### config.mk
export PLATFORM = sky130hd
export DESIGN_NAME = sprite_layer_engine_flat
export DESIGN_NICKNAME = d
export VERILOG_FILES = /design/src/rtl/sprite_pkg.sv /design/src/rtl/sprite_layer_engine_if.sv /design/src/rtl/sprite_prio_enc.sv /design/src/rtl/sprite_layer_engine.sv /design/src/flat_wrapper.sv
export SDC_FILE = /design/constraint.sdc
export NUM_CORES = 1
export LEC_CHECK = 0
export ABC_CLOCK_PERIOD_IN_PS = 9950
export BUFFER_PORTS_ARGS = -buffer_cell sky130_fd_sc_hd__buf_4
export CAP_MARGIN = 25
export CORE_AREA = 3 3 156 158
export DETAILED_ROUTE_END_ITERATION = 7
export DIE_AREA = 0 0 159 161
export GPL_TIMING_DRIVEN = 0
export PLACE_DENSITY = 0.72
export SLEW_MARGIN = 5
export SYNTH_ARGS = -nofsm -noshare
export SYNTH_HDL_FRONTEND = slang
export SYNTH_SLANG_ARGS = --single-unit
### constraint.sdc
create_clock -name Clk -period 9.95 [get_ports Clk]
set_input_delay 0.4975 -clock Clk [delete_from_list [all_inputs] [get_ports Clk]]
set_output_delay 0.4975 -clock Clk [all_outputs]
set_load 0.01 [all_outputs]
### src/rtl/sprite_pkg.sv
// Shared types and constants for the sprite layer engine.
// Holds the per-channel sprite register layout plus screen and transparency constants.
`timescale 1ns/1ps
package sprite_pkg;

  localparam int SCREEN_W        = 640;
  localparam int SCREEN_H        = 480;
  localparam int TRANSPARENT_IDX = 0;
  localparam int COORD_W         = 10;
  // Storage width of the animation field; the engine's ANIM_W must not exceed it.
  localparam int SPRITE_ANIM_W   = 2;

  typedef struct packed {
    logic [COORD_W-1:0]       x;
    logic [COORD_W-1:0]       y;
    logic [SPRITE_ANIM_W-1:0] anim;
    logic                     vis;
  } sprite_t;

  // Pixel-minus-origin as an 11-bit signed value, so origins right of or
  // below the pixel give a negative offset instead of wrapping.
  function automatic logic signed [COORD_W:0] coord_diff(
    input logic [COORD_W-1:0] pix,
    input logic [COORD_W-1:0] org
  );
    return $signed({1'b0, pix}) - $signed({1'b0, org});
  endfunction

  // True when a signed offset lies inside [0, size).
  function automatic logic in_span(input logic signed [COORD_W:0] d, input int size);
    return !d[COORD_W] && (int'(d) < size);
  endfunction

endpackage

### src/rtl/sprite_layer_engine_if.sv
// Shadow-register write bus of the sprite layer engine.
// Strobe semantics: every cycle with wr_en high is accepted, there is no
// backpressure; the channel selected by wr_sel takes {wr_x, wr_y, wr_anim, wr_vis}.
`timescale 1ns/1ps
interface sprite_layer_engine_if #(
  parameter int NUM_SPRITES = 4,
  parameter int ANIM_W      = 2
);
  localparam int SEL_W = (NUM_SPRITES > 1) ? $clog2(NUM_SPRITES) : 1;

  logic              wr_en;
  logic [SEL_W-1:0]  wr_sel;
  logic [9:0]        wr_x;
  logic [9:0]        wr_y;
  logic [ANIM_W-1:0] wr_anim;
  logic              wr_vis;

  modport master (output wr_en, wr_sel, wr_x, wr_y, wr_anim, wr_vis);
  modport slave  (input  wr_en, wr_sel, wr_x, wr_y, wr_anim, wr_vis);
endinterface

### src/rtl/sprite_prio_enc.sv
// Lowest-index-wins priority encoder: channel 0 has the highest priority.
`timescale 1ns/1ps
module sprite_prio_enc #(
  parameter int N = 4,
  localparam int ID_W = (N > 1) ? $clog2(N) : 1
) (
  input  logic [N-1:0]    hits,
  output logic            hit,
  output logic [ID_W-1:0] id
);

  // Scan from the top so the lowest set index is written last and wins.
  always_comb begin
    hit = |hits;
    id  = '0;
    for (int i = N - 1; i >= 0; i--) begin
      if (hits[i]) id = ID_W'(i);
    end
  end

endmodule

### src/rtl/sprite_layer_engine.sv
// Per-pixel sprite compositor: double-buffered sprite registers committed on
// the VGA_VS rising edge, three-stage pixel pipeline into a sprite ROM.
// Optional feature macro: SPRITE_COLLISION_EN (per-channel overlap flags).
`timescale 1ns/1ps
module sprite_layer_engine
  import sprite_pkg::*;
#(
  parameter int NUM_SPRITES = 4,
  parameter int SPRITE_W    = 16,
  parameter int SPRITE_H    = 16,
  parameter int ANIM_W      = 2,
  parameter int COLOR_W     = 4,
  localparam int ID_W   = (NUM_SPRITES > 1) ? $clog2(NUM_SPRITES) : 1,
  localparam int COL_W  = $clog2(SPRITE_W),
  localparam int ROW_W  = $clog2(SPRITE_H),
  localparam int ADDR_W = ID_W + ANIM_W + ROW_W + COL_W
) (
  input  logic                   Clk,
  input  logic                   Reset,
  input  logic                   frame_clk,
  input  logic [9:0]             DrawX,
  input  logic [9:0]             DrawY,
  input  logic [COLOR_W-1:0]     bg_color,
  sprite_layer_engine_if.slave   wr_bus,
  output logic [ADDR_W-1:0]      rom_addr,
  input  logic [COLOR_W-1:0]     rom_data,
  output logic [COLOR_W-1:0]     color_index,
  output logic [NUM_SPRITES-1:0] collision
);

  logic vs_meta, vs_sync, vs_prev;
  logic commit;

  sprite_t shadow_q [NUM_SPRITES];
  sprite_t active_q [NUM_SPRITES];

  logic [9:0]         draw_x_s1, draw_y_s1;
  logic [COLOR_W-1:0] bg_s1, bg_s2;
  logic               hit_s2;

  logic signed [10:0]     dx [NUM_SPRITES];
  logic signed [10:0]     dy [NUM_SPRITES];
  logic [NUM_SPRITES-1:0] hits;
  logic                   win_hit;
  logic [ID_W-1:0]        win_id;

  // Bring VGA_VS into the Clk domain and keep the previous sample for edge detect.
  always_ff @(posedge Clk) begin
    if (Reset) begin
      vs_meta <= 1'b0;
      vs_sync <= 1'b0;
      vs_prev <= 1'b0;
    end else begin
      vs_meta <= frame_clk;
      vs_sync <= vs_meta;
      vs_prev <= vs_sync;
    end
  end

  assign commit = vs_sync & ~vs_prev;

  // Shadow bank takes CPU writes; active bank copies the pre-write shadow on commit.
  always_ff @(posedge Clk) begin
    if (Reset) begin
      for (int i = 0; i < NUM_SPRITES; i++) begin
        shadow_q[i] <= '0;
        active_q[i] <= '0;
      end
    end else begin
      if (commit) begin
        for (int i = 0; i < NUM_SPRITES; i++) active_q[i] <= shadow_q[i];
      end
      if (wr_bus.wr_en) begin
        shadow_q[wr_bus.wr_sel] <= '{x:    wr_bus.wr_x,
                                     y:    wr_bus.wr_y,
                                     anim: SPRITE_ANIM_W'(wr_bus.wr_anim),
                                     vis:  wr_bus.wr_vis};
      end
    end
  end

  // Stage 1 register: pixel coordinate and its aligned background index.
  always_ff @(posedge Clk) begin
    if (Reset) begin
      draw_x_s1 <= '0;
      draw_y_s1 <= '0;
      bg_s1     <= '0;
    end else begin
      draw_x_s1 <= DrawX;
      draw_y_s1 <= DrawY;
      bg_s1     <= bg_color;
    end
  end

  // Per-channel hit test on signed offsets, so partially off-screen sprites clip.
  always_comb begin
    hits = '0;
    for (int i = 0; i < NUM_SPRITES; i++) begin
      dx[i]   = coord_diff(draw_x_s1, active_q[i].x);
      dy[i]   = coord_diff(draw_y_s1, active_q[i].y);
      hits[i] = active_q[i].vis && in_span(dx[i], SPRITE_W) && in_span(dy[i], SPRITE_H);
    end
  end

  sprite_prio_enc #(.N(NUM_SPRITES)) u_prio_enc (
    .hits (hits),
    .hit  (win_hit),
    .id   (win_id)
  );

  // Stage 2 register: ROM address of the winning texel (zero when nothing covers the pixel).
  always_ff @(posedge Clk) begin
    if (Reset) begin
      rom_addr <= '0;
      hit_s2   <= 1'b0;
      bg_s2    <= '0;
    end else begin
      rom_addr <= win_hit ? {win_id,
                             ANIM_W'(active_q[win_id].anim),
                             dy[win_id][ROW_W-1:0],
                             dx[win_id][COL_W-1:0]}
                          : '0;
      hit_s2   <= win_hit;
      bg_s2    <= bg_s1;
    end
  end

  // Stage 3 register: winner's texel unless transparent; no fall-through to lower sprites.
  always_ff @(posedge Clk) begin
    if (Reset) begin
      color_index <= '0;
    end else if (!hit_s2 || rom_data == COLOR_W'(TRANSPARENT_IDX)) begin
      color_index <= bg_s2;
    end else begin
      color_index <= rom_data;
    end
  end

`ifdef SPRITE_COLLISION_EN
  logic [NUM_SPRITES-1:0] overlap;
  logic [NUM_SPRITES-1:0] coll_acc;

  // A channel overlaps when it hits together with at least one other channel.
  always_comb begin
    overlap = '0;
    for (int i = 0; i < NUM_SPRITES; i++) begin
      overlap[i] = hits[i] && |(hits & ~(NUM_SPRITES'(1) << i));
    end
  end

  // Sticky per-frame accumulator, published and cleared on commit.
  always_ff @(posedge Clk) begin
    if (Reset) begin
      coll_acc  <= '0;
      collision <= '0;
    end else if (commit) begin
      collision <= coll_acc;
      coll_acc  <= '0;
    end else begin
      coll_acc  <= coll_acc | overlap;
    end
  end
`else
  assign collision = '0;
`endif

endmodule

### src/flat_wrapper.sv
// flat-port wrapper written by rule: the top's interface ports become plain ports
module sprite_layer_engine_flat import sprite_pkg::*;
#(
  parameter int NUM_SPRITES = 4,
  parameter int SPRITE_W    = 16,
  parameter int SPRITE_H    = 16,
  parameter int ANIM_W      = 2,
  parameter int COLOR_W     = 4,
  localparam int ID_W   = (NUM_SPRITES > 1) ? $clog2(NUM_SPRITES) : 1,
  localparam int COL_W  = $clog2(SPRITE_W),
  localparam int ROW_W  = $clog2(SPRITE_H),
  localparam int ADDR_W = ID_W + ANIM_W + ROW_W + COL_W
)
  (Clk, Reset, frame_clk, DrawX, DrawY, bg_color, rom_addr, rom_data, color_index, collision, wr_bus_wr_en, wr_bus_wr_sel, wr_bus_wr_x, wr_bus_wr_y, wr_bus_wr_anim, wr_bus_wr_vis);
  sprite_layer_engine_if #(.NUM_SPRITES(NUM_SPRITES), .ANIM_W(ANIM_W)) wr_bus_i ();
  input  logic Clk;
  input  logic Reset;
  input  logic frame_clk;
  input  logic [9:0] DrawX;
  input  logic [9:0] DrawY;
  input  logic [COLOR_W-1:0] bg_color;
  output logic [ADDR_W-1:0] rom_addr;
  input  logic [COLOR_W-1:0] rom_data;
  output logic [COLOR_W-1:0] color_index;
  output logic [NUM_SPRITES-1:0] collision;
  input wire logic [$bits(wr_bus_i.wr_en)-1:0] wr_bus_wr_en;
  input wire logic [$bits(wr_bus_i.wr_sel)-1:0] wr_bus_wr_sel;
  input wire logic [$bits(wr_bus_i.wr_x)-1:0] wr_bus_wr_x;
  input wire logic [$bits(wr_bus_i.wr_y)-1:0] wr_bus_wr_y;
  input wire logic [$bits(wr_bus_i.wr_anim)-1:0] wr_bus_wr_anim;
  input wire logic [$bits(wr_bus_i.wr_vis)-1:0] wr_bus_wr_vis;
  assign wr_bus_i.wr_en = wr_bus_wr_en;
  assign wr_bus_i.wr_sel = wr_bus_wr_sel;
  assign wr_bus_i.wr_x = wr_bus_wr_x;
  assign wr_bus_i.wr_y = wr_bus_wr_y;
  assign wr_bus_i.wr_anim = wr_bus_wr_anim;
  assign wr_bus_i.wr_vis = wr_bus_wr_vis;
  sprite_layer_engine #(.NUM_SPRITES(NUM_SPRITES), .SPRITE_W(SPRITE_W), .SPRITE_H(SPRITE_H), .ANIM_W(ANIM_W), .COLOR_W(COLOR_W)) u_core (.Clk(Clk), .Reset(Reset), .frame_clk(frame_clk), .DrawX(DrawX), .DrawY(DrawY), .bg_color(bg_color), .wr_bus(wr_bus_i), .rom_addr(rom_addr), .rom_data(rom_data), .color_index(color_index), .collision(collision));
endmodule
---- After elaboration in Yosys (flattened, before gate mapping) ----
Memory sizes are Yosys's and may differ from the RTL's. A register that Yosys moved wholly into a read port is not among the register bits.
Index checks and enable logic that the tools add are counted.
W data, S select, Z words.
word-level totals
  output and inout port bits .............. 20
  bits of input ports ..................... 57
  memories kept ........................... 2
  RAM bits ................................ 184
  register bits ........................... 48
operators by class
  $lt $le $gt $ge ......................... 9
  mux-type cells .......................... 26
  bitwise logic cells ..................... 8
  add/sub/neg operators ................... 8
  reduce and logical (&&, ||, !) cells .... 30
memory list
  memory           words  width  rd ports  clocked after memory_dff  write ports  RTL line                   text
  u_core.active_q  4      23     5         1                         4            sprite_layer_engine.sv:35  sprite_t active_q [NUM_SPRITES];
  u_core.shadow_q  4      23     4         0                         4            sprite_layer_engine.sv:34  sprite_t shadow_q [NUM_SPRITES];
operators with widths
  cell                   number
  $mux W23               5
  $lt A11 B6 Y1 const B  8
  $sub A10 B10 Y11       8
  $bmux W11 S2           2
  $reduce_or A23 Y1      1
  $mux W4                5
  $logic_and A1 B1 Y1    16
  $mux W2                5
  $logic_not A1 Y1       9
  $mux W1                9
  $logic_not A4 Y1       1
  $or A1 B1 Y1           4
  $reduce_or A4 Y1       1
  $ge A3 B3 Y1 const B   1
  $not A2 Y3             1
  $not A1 Y1             2
  $reduce_or A2 Y1       1
  $and A1 B1 Y1          1
  $logic_or A1 B1 Y1     1

---- Depth between registers and ports, before layout ----
An unclocked memory read counts as a cell.
  word-level depth ........................ 14
  mapped depth ............................ 15

---- Hierarchy ----
From an unflattened synthesis, not the netlist that was laid out.
second synthesis, totals
  cells, all modules ...................... 1078
  area, all modules ....................... 12194.2 µm²
modules (own cells, without submodules)
  module               times used  cells each  area an instance (µm²)
  sprite_layer_engine  1           1071        12159.2
  sprite_prio_enc      1           7           35.0

---- Worst setup path after synthesis ----
Ideal clock, no wire load.
  path type ............................... input -> register
  from .................................... input Reset
  to ...................................... memory u_core.active_q[0][0] (netlist name), enable pin
  buffers on the path ..................... 1
  arrival time ............................ 3012 ps
  setup time .............................. 466 ps
  cell stages on the path ................. 2
  path slack .............................. 6472 ps
  cell sequence ........................... clkbuf_1 > nand2b_1
RTL lines
  element             RTL line                   text
  start: declaration  flat_wrapper.sv:17         input logic Reset;
  end: declaration    sprite_layer_engine.sv:35

---- Worst setup path in the final report ----
  from .................................... register u_core.draw_x_s1[0]
  to ...................................... register u_core.rom_addr[8], read port of u_core.active_q
between the ends
  word-level cells in the longest chain between the ends .. 9
RTL lines
  element                                                   RTL line                    text
  start: declaration                                        sprite_layer_engine.sv:37   logic [9:0] draw_x_s1, draw_y_s1;
  start signal: assignment                                  sprite_layer_engine.sv:89   draw_x_s1 <= DrawX;
  $sub A10 B10 Y11                                          sprite_pkg.sv:26            return $signed({1'b0, pix}) - $signed({1'b0, org});
  $lt A11 B6 Y1 / $logic_not A1 Y1 (equally long branches)  sprite_pkg.sv:31            return !d[COORD_W] && (int'(d) < size);
  $logic_and A1 B1 Y1                                       sprite_pkg.sv:31
  $logic_and A1 B1 Y1 (2 in series)                         sprite_layer_engine.sv:101  hits[i] = active_q[i].vis && in_span(dx[i], SPRITE_W) && in_span(dy[i], SPRITE_H);
  $mux W2 (4 in series)                                     sprite_prio_enc.sv:17       if (hits[i]) id = ID_W'(i);
  end: declaration                                          sprite_layer_engine.sv:25   output logic [ADDR_W-1:0] rom_addr,
Several ways; a longest one is shown, not always the timed one.
A chain may end at the register's enable or synchronous reset.

==> summary.md <==
| Metric | Value |
|---|---|
| Netlist cell types | 76 |
| Final hold viol count | 0 |
| Global route total overflow | 0 |
| Clk root buf | clkbuf_16 |
| Most frequent cells in the layout | 185 x and2_1, 184 x edfxtp_1, 99 x inv_1 |
| Setup Viol. Count Final | 0 |
| CTS Sinks | 232 |
| Main synth FF type | edfxtp_1 |
| Synth Register Bits | 232 |
| Slowest CP cell | o31ai_1 |
| Final period util | 46.4% |
| Setup Fix Bufs, Post-CTS | 0 |
| Cell Area, Synth | 0.0126 mm2 |
| Final Slew Violations | 0 |
| Drt pass-1 iters | 5 |
| Routed wire length | 29500 um |
| Ys Warns | 0 |
| PwrDens | 169 mW/mm2 |
| Hold_buf cts | 0 |
| Ys async rst share | 0% |
| Die height | 161 um |
| Max-cap violations | 0 |
| Area growth syn-to-layout | 14.5% |
| Detailed placement HPWL | 22000 um |
| Core area | 0.0233 mm2 |
| Worst-case clock buffer depth | 3 |
| Global-route wire length before repair | 46000 um |
| H-tree levels | 1 |
| Detailed Route Iter0 Violations | 596 |
| Largest net degree at the start of global routing | 54 |
| Number of global-route vias before repair | 8609 |
| Final core occ | 62.2% |
| Row count | 56 |
| Port buffer count | 72 |
| Commonest non-fill, non-tap cell in the layout | and2_1 |
| Num CTS Buffers | 25 |
| Setup CP Type | reg -> reg |
| Critical path arrival | 4.99 ns |
| Critical path startpoint category | flip-flop |
| RSZ-0062 raised after global routing | false |
| Final #Nets | 1393 |
| # IOs | 77 |
| Slew HR | 41.0% |
| Gp weighted congestion | 0.906 |
| CP cell instances | inv_1 > ha_1 > inv_1 > fa_1 > a21o_1 > a221oi_1 > xnor2_1 > nor4_1 > nand4b_1 > o31ai_1 > buf_2 > mux2i_1 > a221oi_1 |
| Setup crit end kind | flip-flop |
| Post-synthesis sequential area ratio | 51.4% |
| Leak | 5.89 nW |
| Slew @ Worst Pin | 0.878 ns |
| Syn Inst Count | 1145 |
| EDFF count, synth | 184 |
| Post-CTS sizing | 0 |
| Die area | 0.0256 mm2 |
| Initial antenna violation count | 4 |
| Hold/Removal Path Class | in -> reg |
| Critical Path Fanout Max | 10 |
| CP required | 10.32 ns |
| Clk slew on worst S/H paths | 0.06 ns |
| Tmin final | 4.62 ns |
| Initial Utilization | 54.3% |
| Clock Latency Late Sink | 0.53 ns |
| Status | finished clean |
| Crit-path max cell delay | 0.78 ns |
| DRT antenna net count | 0 |
| Setup tns final | 0 ns |
| Die Wd | 159 um |
| CTS tree | done |
| Remaining DRCs | 0 |
| Via density | 5.58 |
| Synth Area per Inst | 11.0 um2 |
| Maximum vdd drop | 0.137 mV |
| Share of post-route cells with drive strength above 1 | 11.4% |
| Via Count | 8848 |
| Fin Clk Skew | 0.0165 ns |
| All-layer global routing usage | 23.0% |
| Routed wire per std cell | 18.6 um |
| Fmax achieved | 0.216 GHz |
-- per-stage QoR --
stage          power (mW)  setup slack [ns]  instances  area (um2)  hold slack, ns
2_1_floorplan        1.40              6.47       1148       12600           0.414
3_3_place_gp         1.51              4.79       1539       13600           0.421
6_report             2.45              5.33       1586       14500           0.175
4_1_cts              2.45              5.23       1585       14500           0.166
3_5_place_dp         1.52              5.31       1540       13600           0.423
5_1_grt              2.54              5.08       1585       14500           0.170
-- worst max-delay path, delay by kind of cell, from the launching register on --
kind | cells | cell delay (ns)
AO/OA/AOI/OAI | 4 | 1.91
buffers and inverters | 3 | 0.70
adder cells (fa/ha/maj) | 2 | 0.64
AND/OR/NAND/NOR | 2 | 0.49
flip-flops | 1 | 0.30
XOR/XNOR | 1 | 0.22
multiplexers | 1 | 0.20
-- worst paths after layout --
kind	start	endpoint	slack, ns	cells after the start
worst max-delay path	u_core.draw_x_s1[0]	u_core.rom_addr[8]	5.33	13
worst min-delay path	bg_color[3]	u_core.bg_s1[3]	0.18	2
worst max register to register	u_core.draw_x_s1[0]	u_core.rom_addr[8]	5.33	13
worst min register to register	u_core.bg_s2[1]	u_core.color_index[1]	0.44	2
-- metal layers --
metal	routed length [um]	up-vias	track usage, %
met5	0	-	0
met3	2440	66	3.87
met4	923	0	7.64
li1	-	4270	-
met1	12500	4189	31.6
met2	13600	323	37.4
-- logic make-up after synthesis --
family	count (synthesis)	share of synthesized area, %
flip-flops	232	51.4
AND/OR/NAND/NOR	426	20.1
XOR/XNOR	30	2.08
adder cells (fa/ha/maj)	88	9.20
multiplexers	15	1.23
buffers and inverters	139	4.43
other	1	0.0297
AO/OA/AOI/OAI	214	11.5
-- power breakdown --
| group | internal (mW) | switching (mW) |
|---|---|---|
| clock network | 0.572 | 0.371 |
| registers | 1.11 | 0.0256 |
| logic | 0.154 | 0.215 |
| total | 1.83 | 0.612 |
-- state kept, by name (all words and copies together) (netlist names) --
signal	count
u_core.active_q	92
u_core.shadow_q	92
u_core.rom_addr	12
u_core.draw_x_s1	10
u_core.draw_y_s1	10
u_core.bg_s1	4
u_core.bg_s2	4
u_core.color_index	4
u_core.hit_s2	1
u_core.vs_meta	1
u_core.vs_prev	1
u_core.vs_sync	1
-- area by class of cell --
class,count,area (um2)
tap,319,399
antenna,1,2.50
fill,1911,8800
timing repair buffer,73,568
inverter,99,372
sequential,232,6490
clock inverter,13,169
multi-input combinational,777,5610
clock buffer,32,662
buffer,40,188
-- synthesized netlist by cell type, types with 7 or more instances --
master    number  area share [%]
a211oi_1       7            0.42
a21o_1        21             1.2
a21oi_1       46             1.8
a31oi_1       16            0.79
and2_1       185             9.2
clkbuf_1      29            0.86
dfxtp_1       48             7.6
edfxtp_1     184              44
fa_1           8             1.3
ha_1          80             7.9
inv_1         99             2.9
mux2i_1       11            0.87
nand2_1       37             1.1
nand2b_1      20            0.99
nand3_1       12            0.48
nor2_1        41             1.2
nor2b_1       50             2.5
nor3_1        13            0.52
nor3b_1        9            0.54
nor4_1        10            0.50
o21a_1        16            0.95
o21ai_0       42             1.7
xnor2_1       22             1.5
xor2_1         8            0.55
No activity file was read; power rests on OpenSTA's default activity.
